[src/rtl/mem_bus_arbiter_pkg.sv]
// Shared word/select widths, control constants, FSM encodings and bus payload
// for the instruction-fetch / data-stage memory bus arbiter.
package mem_bus_arbiter_pkg;

    localparam int unsigned WORD_W = 32;
    localparam int unsigned SEL_W  = 4;

    localparam logic [WORD_W-1:0] ZERO_WORD  = '0;
    localparam logic [SEL_W-1:0]  SEL_ALL    = '1;
    localparam logic              ENABLE     = 1'b1;
    localparam logic              DISABLE    = 1'b0;
    localparam logic              RST_ENABLE = 1'b1;

    typedef enum logic [1:0] {
        ST_IDLE     = 2'd0,
        ST_IF_BUSY  = 2'd1,
        ST_MEM_BUSY = 2'd2
    } arb_state_t;

    typedef struct packed {
        logic              we;
        logic [SEL_W-1:0]  sel;
        logic [WORD_W-1:0] addr;
        logic [WORD_W-1:0] data;
    } bus_req_t;

    // Instruction fetches are always full-word reads.
    function automatic bus_req_t fetch_req(input logic [WORD_W-1:0] addr);
        bus_req_t r;
        r.we   = DISABLE;
        r.sel  = SEL_ALL;
        r.addr = addr;
        r.data = ZERO_WORD;
        return r;
    endfunction

endpackage

[src/rtl/mem_bus_arbiter.sv]
// Arbitrates the instruction-fetch and data-stage ports onto one single-port bus,
// favouring data accesses but bounding how long a waiting fetch can be starved.
module mem_bus_arbiter
    import mem_bus_arbiter_pkg::*;
#(
    parameter int unsigned STARVE_LIMIT = 4
) (
    input  logic                clk,
    input  logic                rst,

    input  logic                if_ce_i,
    input  logic [WORD_W-1:0]   if_addr_i,

    input  logic                mem_ce_i,
    input  logic                mem_we_i,
    input  logic [SEL_W-1:0]    mem_sel_i,
    input  logic [WORD_W-1:0]   mem_addr_i,
    input  logic [WORD_W-1:0]   mem_data_i,

    output logic [WORD_W-1:0]   if_data_o,
    output logic [WORD_W-1:0]   mem_data_o,

    output logic                stallreq_if_o,
    output logic                stallreq_mem_o,

    output logic                bus_ce_o,
    output logic                bus_we_o,
    output logic [SEL_W-1:0]    bus_sel_o,
    output logic [WORD_W-1:0]   bus_addr_o,
    output logic [WORD_W-1:0]   bus_data_o,

    input  logic [WORD_W-1:0]   bus_data_i,
    input  logic                bus_ack_i
);

    localparam int unsigned CNT_W = (STARVE_LIMIT == 0) ? 1 : $clog2(STARVE_LIMIT + 1);
    localparam logic [CNT_W-1:0] STARVE_MAX = CNT_W'(STARVE_LIMIT);

    arb_state_t        state;
    logic [CNT_W-1:0]  starve_cnt;
    logic [CNT_W-1:0]  starve_next;
    logic              bus_ce;
    bus_req_t          bus_q;
    logic [WORD_W-1:0] if_hold;
    logic [WORD_W-1:0] mem_hold;

    bus_req_t          if_req;
    bus_req_t          mem_req;
    logic              ack_if;
    logic              ack_mem;
    logic              can_arb;
    logic              fetch_wins;
    logic              grant_if;
    logic              grant_mem;

    assign if_req  = fetch_req(if_addr_i);
    assign mem_req = '{we: mem_we_i, sel: mem_sel_i, addr: mem_addr_i, data: mem_data_i};

    // An ack only counts while a transfer is outstanding.
    assign ack_if  = bus_ack_i && (state == ST_IF_BUSY);
    assign ack_mem = bus_ack_i && (state == ST_MEM_BUSY);

    // Arbitrate when idle, or in the ack cycle so the next transfer starts without a bubble.
    assign can_arb    = (state == ST_IDLE) || ack_if || ack_mem;
    assign fetch_wins = if_ce_i && (!mem_ce_i || (starve_cnt == STARVE_MAX));
    assign grant_if   = can_arb && fetch_wins;
    assign grant_mem  = can_arb && mem_ce_i && !fetch_wins;

    always_comb begin
        starve_next = starve_cnt;
        if (!if_ce_i || grant_if) begin
            starve_next = '0;
        end else if (grant_mem && (starve_cnt != STARVE_MAX)) begin
            starve_next = starve_cnt + CNT_W'(1);
        end
    end

    always_ff @(posedge clk) begin
        if (rst == RST_ENABLE) begin
            state      <= ST_IDLE;
            starve_cnt <= '0;
            bus_ce     <= DISABLE;
            bus_q      <= '0;
            if_hold    <= ZERO_WORD;
            mem_hold   <= ZERO_WORD;
        end else begin
            starve_cnt <= starve_next;
            if (ack_if) begin
                if_hold <= bus_data_i;
            end
            if (ack_mem) begin
                mem_hold <= bus_data_i;
            end
            // Requester controls are sampled only here, so they stay frozen while busy.
            if (grant_if) begin
                state  <= ST_IF_BUSY;
                bus_ce <= ENABLE;
                bus_q  <= if_req;
            end else if (grant_mem) begin
                state  <= ST_MEM_BUSY;
                bus_ce <= ENABLE;
                bus_q  <= mem_req;
            end else if (ack_if || ack_mem) begin
                state    <= ST_IDLE;
                bus_ce   <= DISABLE;
                bus_q.we <= DISABLE;
            end
        end
    end

    assign bus_ce_o   = bus_ce;
    assign bus_we_o   = bus_q.we;
    assign bus_sel_o  = bus_q.sel;
    assign bus_addr_o = bus_q.addr;
    assign bus_data_o = bus_q.data;

    // Read data bypasses the hold register in the ack cycle.
    assign if_data_o  = (rst == RST_ENABLE) ? ZERO_WORD : (ack_if  ? bus_data_i : if_hold);
    assign mem_data_o = (rst == RST_ENABLE) ? ZERO_WORD : (ack_mem ? bus_data_i : mem_hold);

    assign stallreq_if_o  = (rst != RST_ENABLE) && if_ce_i  && !ack_if;
    assign stallreq_mem_o = (rst != RST_ENABLE) && mem_ce_i && !ack_mem;

endmodule

[config.mk]
export PLATFORM = sky130hd
export DESIGN_NAME = mem_bus_arbiter
export DESIGN_NICKNAME = d
export VERILOG_FILES = /design/src/rtl/mem_bus_arbiter_pkg.sv /design/src/rtl/mem_bus_arbiter.sv
export SDC_FILE = /design/constraint.sdc
export NUM_CORES = 1
export LEC_CHECK = 0
export BUFFER_PORTS_ARGS = -buffer_cell sky130_fd_sc_hd__buf_2
export CAP_MARGIN = 5
export CORE_MARGIN = 4
export CORE_UTILIZATION = 46
export CTS_BUF_LIST = sky130_fd_sc_hd__clkbuf_8
export CTS_CLUSTER_DIAMETER = 40
export DETAILED_ROUTE_END_ITERATION = 8
export HOLD_SLACK_MARGIN = 0.1
export PLACE_DENSITY = 0.86
export REMOVE_ABC_BUFFERS = 1
export SKIP_LAST_GASP = 1
export SYNTH_ARGS = -nofsm -noshare
export SYNTH_HDL_FRONTEND = slang
export SYNTH_SLANG_ARGS = --single-unit
export TNS_END_PERCENT = 1
[constraint.sdc]
create_clock -name clk -period 1.7 [get_ports clk]
set_input_delay 0.34 -clock clk [delete_from_list [all_inputs] [get_ports clk]]
set_output_delay 0.34 -clock clk [all_outputs]
set_load 0.01 [all_outputs]
After elaboration in Yosys (flattened, before gate mapping)
Index checks and enable logic that the tools add are counted.
- bits in registers: 139
- input port bits: 138
- output and inout bits: 136
- logic and storage cells: 56
- add/sub/neg operators: 1
- equal/unequal tests: 4
- muxes and demuxes: 13
- bitwise gates (word level): 1
- reductions and logical operators: 27
- operator list (operator ; number):
    68-bit two-way mux ; 2
    32-bit two-way mux ; 4
    1-bit logical AND ; 11
    1-bit zero test ; 5
    1-bit logical OR ; 5
    1-bit two-way mux ; 5
    2-bit two-way mux ; 2
    2-bit nonzero test ; 2
    2-bit OR reduction ; 2
    3-bit by 1-bit adder with 3-bit output (second input constant) ; 1
    3-bit equality test (second input constant) ; 1
    3-bit inequality test (second input constant) ; 1
    3-bit nonzero test ; 1
    2-bit by 1-bit equality test with 1-bit output (second input constant) ; 1
    2-bit equality test (second input constant) ; 1
    2-bit zero test ; 1
    1-bit inverter ; 1

Longest topological paths before layout
Gate-level depths: netlist of run 1.
- word-level depth: 8
- mapped depth: 8
- gate-level depth less buffers: 6

Worst setup path before layout of run 1
OpenSTA, ideal clock, no wires.
- path kind: flip-flop to output port
- from: register state[1]
- to: output if_data_o[22]
- arrival: 1273 ps
- data required time: 1360 ps
- slack: 87 ps
- stages on the path, launching flop included: 6
- buffers on the path: 1
- cells stage by stage: dfxtp_1 -> nand2b_1 -> nor2_1 -> buf_2 -> nand2_1 -> a21oi_1
- longest elaborated chain between the ends: 4
- RTL lines (element ; line ; text):
    from (decl) ; mem_bus_arbiter.sv:39 ; arb_state_t state;
    from (signal assigned) ; mem_bus_arbiter.sv:80 ; state <= ST_IDLE;
    from (signal assigned) ; mem_bus_arbiter.sv:96 ; state <= ST_IF_BUSY;
    from (signal assigned) ; mem_bus_arbiter.sv:100 ; state <= ST_MEM_BUSY;
    2-bit by 1-bit equality test with 1-bit output ; mem_bus_arbiter.sv:60 ; assign ack_if = bus_ack_i && (state == ST_IF_BUSY);
    1-bit logical AND ; mem_bus_arbiter.sv:60 ;
    32-bit two-way mux ; -- ;
    32-bit two-way mux ; mem_bus_arbiter.sv:118 ; assign if_data_o = (rst == RST_ENABLE) ? ZERO_WORD : (ack_if ? bus_data_i : if_hold);
    to (decl) ; mem_bus_arbiter.sv:20 ; output logic [WORD_W-1:0] if_data_o,
No other way between the ends.

Final worst setup path of run 1
- from: register state[0]
- to: output mem_data_o[16]
- longest elaborated chain between the ends: 4
- RTL lines (element ; line ; text):
    2-bit equality test ; mem_bus_arbiter.sv:61 ; assign ack_mem = bus_ack_i && (state == ST_MEM_BUSY);
    1-bit logical AND ; mem_bus_arbiter.sv:61 ;
    32-bit two-way mux (2 in series) ; -- ;
    to (decl) ; mem_bus_arbiter.sv:21 ; output logic [WORD_W-1:0] mem_data_o,
No other way between the ends.

==> results of run 1 <==
[worst max-delay path by stage]
stage          depth (start not counted)             end          start
2_1_floorplan                          6    bus_sel_o[0]  starve_cnt[0]
3_3_place_gp                           7   mem_data_o[5]      bus_ack_i
3_5_place_dp                           7  mem_data_o[13]      bus_ack_i
4_1_cts                                7    if_data_o[3]       state[1]
5_1_grt                                6  mem_data_o[16]       state[0]
6_report                               6  mem_data_o[16]       state[0]
[cell families after synthesis]
family | synth area share
fa+ha+maj | 0.00483
mux | 0.00193
buf+inv | 0.0497
compound gates | 0.206
simple gates | 0.200
flops | 0.537
[metrics by stage]
| stage | util | worst slack, ns | hold slack, ns | area, sq um |
|---|---|---|---|---|
| 2_1_floorplan | - | -0.747 | 0.409 | 4940 |
| 3_3_place_gp | 0.626 | -0.0492 | 0.434 | 6850 |
| 3_5_place_dp | 0.626 | -0.106 | 0.441 | 6850 |
| 4_1_cts | 0.697 | -0.371 | 0.122 | 7630 |
| 5_1_grt | 0.717 | -0.514 | 0.131 | 7840 |
| 6_report | 0.717 | -0.408 | 0.158 | 7840 |
[routing by layer]
metal  global-route usage  wire [um]
met5                    0          0
met3               0.0951       1950
met1                0.291       6680
met4                0.120        561
met2                0.446       9060
[timing repair]
item | CTS | global route
buffers inserted | 7 | 4
resized for setup | 45 | 33
setup endpoints to repair | 66 | 116
hold buffers | 0 | 0
pin swaps | 4 | 10
cloned | 5 | 2
[state kept, by name (all words and copies together), names as in the netlist]
name        cells
bus_addr_o     32
bus_ce_o        1
bus_data_o     32
bus_sel_o       4
bus_we_o        1
if_hold        32
mem_hold       32
starve_cnt      3
state           2
[power breakdown]
group | leakage, nW | internal (W) | switching (W) | total (W)
registers | 1.14 | 0.00345 | 0.0000878 | 0.00354
logic | 2.21 | 0.000580 | 0.000726 | 0.00131
clock network | 0.237 | 0.00167 | 0.00121 | 0.00288
[cell usage in the layout, fill, tap and decap left out, types with 2 or more instances in the layout]
cell type	Yosys	routed
buf_12	0	14
inv_1	3	7
o221a_1	4	4
clkbuf_8	0	23
o21ai_0	2	2
nand2_4	0	4
a21oi_2	1	47
a211oi_1	33	33
nor2b_4	1	2
a21oi_1	100	52
nand2_2	1	6
a21oi_4	0	2
dfxtp_4	0	2
dfxtp_1	139	137
buf_4	8	23
diode_2	0	2
nand2b_1	3	2
buf_2	14	272
buf_16	0	5
nor2_1	37	36
ha_1	2	2
o22ai_1	32	32
bufinv_16	0	3
clkbuf_16	0	2
nand2_1	166	157
nand3_1	36	36
[worst min-delay path: stages]
cell and delay (ns):
buf_2 0.09, nand3_1 0.05, a21oi_1 0.06
[layout make-up]
class | instances | area share
clock buffers | 23 | 0.0404
well taps | 140 | 0.0223
repair buffers | 317 | 0.257
flip-flops and latches | 139 | 0.356
diodes | 2 | 0.000639
clock inverters | 9 | 0.0152
multi-input cells | 433 | 0.307
inverters | 4 | 0.00192
==> results.py, run 1 <==
metrics = {
    "run_status": {
        "status": "finished, violations left",
        "failed_checks": "setup timing",
    },
    "route": {
        "routed_wl_um": 18200,
        "dr_total_vias": 5782,
        "drt_pass1_iterations": 5,
        "ant_nets": 0,
        "drt-initial-drc-count": 590,
        "wl_per_cell_um": 17.1,
        "drc": 0,
        "viasPerCell": 5.42,
    },
    "global_routing": {
        "grt_max_degree": 58,
        "grt_pass1_vias": 5531,
        "antenna_found_initial": 2,
        "grt_usage": 0.261,
        "grt_pass1_wl_um": 26900,
        "grt_overflow": 0,
    },
    "worst_setup_path": {
        "cp-end-kind": "primary output",
        "r2r_end": "bus_data_o[15]",
        "cp.arrival_ns": 1.77,
        "r2r-start": "starve_cnt[1]",
        "r2r_slack_ns": 0.04,
        "crit_chain": "nor2b_4 -> and2_4 -> buf_12 -> nand2_1 -> a21oi_1 -> buf_2",
        "crit_buf_inv": 2,
        "ff2ff_path_depth": 8,
        "critPathSlowestCell": "dfxtp_4",
        "path_class": "reg -> out",
        "crit_path_start_kind": "flop",
        "cpPeakStageDelay_ns": 0.37,
        "cp_data_required_time_ns": 1.36,
        "cp_top_family": "simple AND/OR/NAND/NOR gates",
        "cp_max_fo": 8,
    },
    "clock_tree": {
        "clkTransAtPathRegs_ns": 0.08,
        "cts_tree": "built",
        "cts_buffers": 17,
        "cts-root-buf": "clkbuf_8",
        "cts-htree-levels": 4,
        "clk-insertion-delay-late_ns": 0.43,
        "clockBufferDepth": 2,
        "numClockSinks": 139,
    },
    "hold_path": {
        "min_path_cells": 3,
        "holdPathEnd": "bus_data_o[19]",
        "min_path_type": "in -> reg",
        "min-delay-start": "mem_data_i[19]",
    },
    "cells_and_area": {
        "drive_gt1_frac": 0.450,
        "multi_input_area_sq_um": 2400,
        "final_net_count": 1052,
        "nFillCells": 813,
        "seq_area_sq_um": 2790,
        "area_growth_pct": 51.3,
        "fin_cells": 1067,
    },
    "sta": {
        "setup_ws_ns": -0.408,
        "timing.final.crit_share": 1.24,
        "relSlewSlack": 0.593,
        "rsz0062_at_grt": "true",
        "maxSlewViolCount": 0,
        "finalSetupTns_ns": -19.78,
        "layout_min_cycle_time_ns": 2.11,
        "fmax_mhz": 474,
        "worst_pin_slew_ns": 0.611,
        "hold_violations": 0,
        "fin_worst_skew_ns": 0.00688,
        "finalSetupViolCount": 66,
    },
    "synthesis": {
        "yosysSeqAreaShare": 0.537,
        "yosysMostFrequentCell": "nand2_1",
        "synth_ff_type": "dfxtp_1",
        "ys_top_cells_by_area": "dfxtp_1, nand2_1, a21oi_1",
        "syn_area_sq_um": 5180,
        "ys_warn_count": 0,
        "synth_seq_cells": 139,
        "synth_top_area_share": 0.537,
        "syn_inst": 628,
        "yosys.area.top_type": "dfxtp_1",
        "async_flop_share": 0,
        "syn_avg_cell_area_sq_um": 8.25,
        "synth_edf_count": 0,
        "synth_cell_types": 34,
        "synth_common_cells": "nand2_1, dfxtp_1, a21oi_1",
    },
    "placed_design": {
        "dp_hpwl_um": 11900,
        "place_inst": 1015,
        "io_buffers": 273,
        "gp_congestion": 0.836,
    },
    "job": {
        "cap_violations": 0,
    },
    "power_and_ir_drop": {
        "vdd_drop_max_mv": 0.789,
        "total_power_w": 0.00772,
        "pwr_density_cell_nw_per_um2": 985,
        "p_leak_nw": 3.58,
    },
    "die": {
        "fp.dieH_um": 114,
        "die_w_um": 114,
        "initial_core_util": 0.474,
        "num_rows": 38,
        "io_pins": 274,
        "coreArea_sq_um": 10900,
        "dieArea_sq_um": 13000,
    },
}
Power figures use the tool's default switching activity.
==> run 2, diff against run 1 <==
Settings changed: RECOVER_POWER from default to 25.
==> run 2 against run 1 <==
The flow still finishes with violations (setup timing). Critical path depth is the same. Maximum frequency hardly changed. Die area is the same. Via count barely moved. Worst hold slack unchanged. Count of clock-buffer cells in the layout stayed put. Non-clock buffer count stayed put. Sequential share of layout area stayed put. Routed wire length about the same. Critical path type unchanged.
==> results.py, run 2 (synthesized netlist as in run 1, its figures left out) <==
metrics = {
    "run_status": {
        "status": "finished, violations left",
        "failed_checks": "setup timing",
    },
    "cells_and_area": {
        "area_growth_pct": 51.3,
        "seq_area_sq_um": 2790,
        "final_net_count": 1052,
        "layout_commonest_cell": "buf_2",
        "drive_gt1_frac": 0.450,
        "multi_input_area_sq_um": 2400,
        "nFillCells": 813,
        "final_cell_mix": "buf_2, nand2_1, dfxtp_1",
        "utilization": 0.717,
    },
    "sta": {
        "fmax_mhz": 474,
        "hold-worst-slack_ns": 0.158,
        "finalSetupViolCount": 66,
        "rsz0062_at_grt": "true",
        "fin_worst_skew_ns": 0.00688,
        "timing.final.crit_share": 1.24,
        "maxSlewViolCount": 0,
        "setup_ws_ns": -0.409,
        "hold_violations": 0,
        "worst_pin_slew_ns": 0.611,
        "relSlewSlack": 0.593,
        "layout_min_cycle_time_ns": 2.11,
    },
    "power_and_ir_drop": {
        "vdd_drop_max_mv": 0.789,
        "p_leak_nw": 3.58,
        "pwr_density_cell_nw_per_um2": 985,
    },
    "worst_setup_path": {
        "crit_buf_inv": 2,
        "cp_max_fo": 8,
        "cpPeakStageDelay_ns": 0.37,
        "crit_chain": "nor2b_4 -> and2_4 -> buf_12 -> nand2_1 -> a21oi_1 -> buf_2",
        "cp.arrival_ns": 1.77,
        "cp_data_required_time_ns": 1.36,
        "cp_top_family": "simple AND/OR/NAND/NOR gates",
        "critPathSlowestCell": "dfxtp_4",
        "cp-end-kind": "primary output",
        "path_class": "reg -> out",
        "crit_path_start_kind": "flop",
    },
    "die": {
        "dieArea_sq_um": 13000,
        "initial_core_util": 0.474,
        "fp.dieH_um": 114,
        "io_pins": 274,
        "num_rows": 38,
        "die_w_um": 114,
        "coreArea_sq_um": 10900,
    },
    "route": {
        "viasPerCell": 5.42,
        "wl_per_cell_um": 17.1,
        "drc": 0,
        "drt-initial-drc-count": 590,
        "wl_met2_um": 9050,
        "drt-met1-wl_um": 6680,
        "ant_nets": 0,
        "met3_length_um": 1950,
        "dr_total_vias": 5778,
        "drt_pass1_iterations": 5,
        "routed.top_layer": "met4",
        "routed_wl_um": 18200,
    },
    "global_routing": {
        "grt_usage": 0.261,
        "grt_pass1_vias": 5531,
        "antenna_found_initial": 2,
        "grt_overflow": 0,
        "grt_pass1_wl_um": 26900,
        "grt_max_degree": 58,
    },
    "clock_tree": {
        "clk-insertion-delay-late_ns": 0.43,
        "cts-root-buf": "clkbuf_8",
        "clockBufferDepth": 2,
        "numClockSinks": 139,
        "cts_buffers": 17,
        "cts_tree": "built",
        "cts-htree-levels": 4,
        "ctsHoldBuffers": 0,
        "clkTransAtPathRegs_ns": 0.08,
    },
    "placed_design": {
        "dp_hpwl_um": 11900,
        "io_buffers": 273,
        "gp_congestion": 0.836,
    },
    "job": {
        "cap_violations": 0,
    },
    "hold_path": {
        "min_path_type": "in -> reg",
    },
}
## run 2: cell type report
type / instances / share of cell area
repair buffers: 317 / 0.257
multi-input cells: 433 / 0.307
diodes: 2 / 0.000639
well taps: 140 / 0.0223
inverters: 4 / 0.00192
flip-flops and latches: 139 / 0.356
clock buffers: 23 / 0.0404
clock inverters: 9 / 0.0152
## run 2: worst paths after layout
check | startpoint | to | slack [ns] | cells past startpoint
worst max-delay path | state[0] | mem_data_o[16] | -0.41 | 6
worst min register to register | bus_data_o[3] | bus_data_o[3] | 0.45 | 2
worst max register to register | starve_cnt[1] | bus_data_o[15] | 0.04 | 8
worst min-delay path | mem_data_i[19] | bus_data_o[19] | 0.16 | 3
## run 2: tightest hold or removal path, cell delays in order
cell and delay (ns):
buf_2 0.09, nand3_1 0.05, a21oi_1 0.06
## run 2: routing by layer
layer / vias to the layer above / track usage
met4: 0 / 0.120
met2: 326 / 0.446
li1: 2739 / -
met3: 39 / 0.0951
met5: - / 0
met1: 2674 / 0.291
## run 2: timing repair
item	CTS	global route
pin swaps	4	10
buffers inserted	7	4
resized for setup	45	33
cloned	5	2
endpoints found under the setup margin	66	116
## run 2: through the flow
step	TNS (ns)	worst slack, ns	total power [W]	cell area [sq um]	std cells
CTS	-23.03	-0.371	0.00772	7630	1059
global placement	-0.679	-0.0492	0.00477	6850	1015
floorplan	-82.84	-0.747	0.00413	4940	576
finish	-19.77	-0.409	0.00772	7840	1067
global route	-28.33	-0.514	0.00804	7840	1067
detailed placement	-3.18	-0.106	0.00479	6850	1015
## run 2: report_power, final
group,switching [W],internal (W)
Clock,0.00121,0.00167
Sequential,0.0000878,0.00345
Combinational,0.000726,0.000580
==> run 3, diff against run 2 <==
Settings changed: CELL_PAD_IN_SITES_DETAIL_PLACEMENT from default to 0, CELL_PAD_IN_SITES_GLOBAL_PLACEMENT from default to 2, CORE_UTILIZATION 46 to 25, PLACE_DENSITY 0.86 to 0.87.
==> run 3 against run 2 <==
The run still ends with setup timing left. Clock power barely moved. Final cell count rose by 12%. Sequential share of layout area rose by 0.099 points. Critical endpoint is now if_data_o[1]. Worst hold slack got worse by 0.0095 ns. Largest cell class unchanged.
==> results.py, run 3 (synthesized netlist as in run 1, its figures left out) <==
metrics = {
    "run_status": {
        "status": "finished, violations left",
        "failed_checks": "setup timing",
    },
    "worst_setup_path": {
        "cp.arrival_ns": 1.73,
        "cp-end-kind": "primary output",
        "ff2ff_path_depth": 7,
        "cp_top_family": "buffers and inverters",
        "cp_data_required_time_ns": 1.36,
        "crit_chain": "nand2b_4 -> nor2_4 -> buf_12 -> buf_12 -> nand2_2 -> a21oi_2 -> buf_2",
        "crit_buf_inv": 3,
        "cp_max_fo": 8,
        "cpPeakStageDelay_ns": 0.37,
        "path_class": "reg -> out",
        "r2r_end": "bus_addr_o[7]",
        "crit_path_start_kind": "flop",
        "r2r_slack_ns": 0.01,
        "worst_path_most_repeated_cell": "buf_12",
        "r2r-start": "starve_cnt[1]",
        "critPathSlowestCell": "dfxtp_4",
    },
    "cells_and_area": {
        "layout_commonest_cell": "buf_2",
        "fin_cells": 1194,
        "diodes": 0,
        "area_growth_pct": 50.7,
        "nFillCells": 2176,
        "drive_gt1_frac": 0.434,
        "seq_area_sq_um": 2790,
        "design_area_sq_um": 7810,
        "final_cell_mix": "buf_2, nand2_1, dfxtp_1",
        "final_net_count": 1052,
        "multi_input_area_sq_um": 2300,
    },
    "route": {
        "dr_total_vias": 5476,
        "drc": 0,
        "wl_per_cell_um": 15.9,
        "drt_pass1_iterations": 4,
        "drt-initial-drc-count": 202,
        "routed_wl_um": 19000,
        "viasPerCell": 4.59,
        "ant_nets": 0,
    },
    "die": {
        "fp.dieH_um": 152,
        "initial_core_util": 0.255,
        "die_w_um": 152,
        "num_rows": 52,
        "coreArea_sq_um": 20300,
        "dieArea_sq_um": 23100,
        "io_pins": 274,
    },
    "placed_design": {
        "place_ws_ns": -0.191,
        "place_area_sq_um": 7090,
        "io_buffers": 273,
        "place_inst": 1152,
        "gp_congestion": 0.759,
        "dp_hpwl_um": 12900,
    },
    "hold_path": {
        "min-delay-start": "mem_data_i[23]",
        "min_path_cells": 3,
        "min_path_type": "in -> reg",
        "holdPathEnd": "bus_data_o[23]",
    },
    "sta": {
        "hold_violations": 0,
        "hold-worst-slack_ns": 0.149,
        "fmax_mhz": 482,
        "timing.final.crit_share": 1.22,
        "worst_pin_slew_ns": 0.347,
        "finalSetupViolCount": 66,
        "finalSetupTns_ns": -21.51,
        "fin_worst_skew_ns": 0.0100,
        "setup_ws_ns": -0.374,
        "maxSlewViolCount": 0,
        "rsz0062_at_grt": "true",
        "layout_min_cycle_time_ns": 2.07,
        "relSlewSlack": 0.766,
    },
    "job": {
        "cap_violations": 0,
    },
    "clock_tree": {
        "ctsHoldBuffers": 0,
        "clk-insertion-delay-late_ns": 0.44,
        "clkTransAtPathRegs_ns": 0.08,
        "cts-root-buf": "clkbuf_8",
        "cts_buffers": 17,
        "clockBufferDepth": 2,
        "cts-htree-levels": 4,
        "numClockSinks": 139,
        "cts_tree": "built",
    },
    "global_routing": {
        "grt_max_degree": 52,
        "grt_pass1_wl_um": 29400,
        "grt_usage": 0.156,
        "grt_pass1_vias": 5388,
        "antenna_found_initial": 0,
        "grt_overflow": 0,
    },
    "power_and_ir_drop": {
        "p_leak_nw": 3.49,
        "vdd_drop_max_mv": 0.390,
        "pwr_density_cell_nw_per_um2": 988,
    },
}
[run 3: cell types whose count changed in the layout (fill, tap and decap cells not counted), moves of 2 or more]
cell | previous run | this run
a21oi_1 | 52 | 65
a21oi_2 | 47 | 36
a21oi_4 | 2 | 0
buf_12 | 14 | 16
buf_16 | 5 | 1
buf_4 | 23 | 25
clkbuf_8 | 23 | 20
clkinvlp_4 | 0 | 3
diode_2 | 2 | 0
inv_1 | 7 | 4
nand2_1 | 157 | 161
nand2_4 | 4 | 0
[run 3: worst max-delay path by stage]
stage	from	endpoint	slack, ns	cells after the start
after CTS	state[1]	if_data_o[5]	-0.43	7
after floorplan	starve_cnt[0]	bus_sel_o[0]	-0.75	6
final	state[1]	if_data_o[1]	-0.37	7
after global routing	state[0]	if_data_o[18]	-0.50	7
after global placement	bus_ack_i	mem_data_o[10]	-0.14	7
after detailed placement	bus_ack_i	mem_data_o[10]	-0.19	7
[run 3: area by class of cell]
type	instances	area share
Multi-Input combinational cell	433	0.295
Clock buffer	20	0.0353
Clock inverter	11	0.0184
Sequential cell	139	0.357
Inverter	4	0.00192
Timing Repair Buffer	317	0.249
Tap cell	270	0.0433
[run 3: repair_timing]
item / 4_1_cts / 5_1_grt
resized for setup: 38 / 13
pin swaps: 1 / 6
buffers inserted: 2 / 7
endpoints found under the setup margin: 67 / 127
gates cloned: 2 / 1
[run 3: layer usage]
layer | vias to the layer above | track usage | part of all wire
li1 | 2718 | - | -
met1 | 2534 | 0.196 | 0.44
met2 | 205 | 0.254 | 0.47
met3 | 19 | 0.0592 | 0.077
met4 | 0 | 0.0428 | 0.015
met5 | - | 0 | 0
[run 3: metrics by stage]
stage | total power (W) | util
2_1_floorplan | 0.00413 | -
3_3_place_gp | 0.00485 | 0.349
3_5_place_dp | 0.00485 | 0.349
4_1_cts | 0.00780 | 0.380
5_1_grt | 0.00811 | 0.385
6_report | 0.00771 | 0.385
[run 3: tightest hold or removal path: stages]
cell and delay [ns]:
buf_2 0.10, nand3_1 0.05, a21oi_1 0.06
[run 3: power by group]
part | total, W | leakage [nW] | switching [W] | internal, W
logic | 0.00128 | 2.14 | 0.000717 | 0.000567
registers | 0.00353 | 1.14 | 0.0000838 | 0.00345
clock network | 0.00290 | 0.208 | 0.00134 | 0.00156
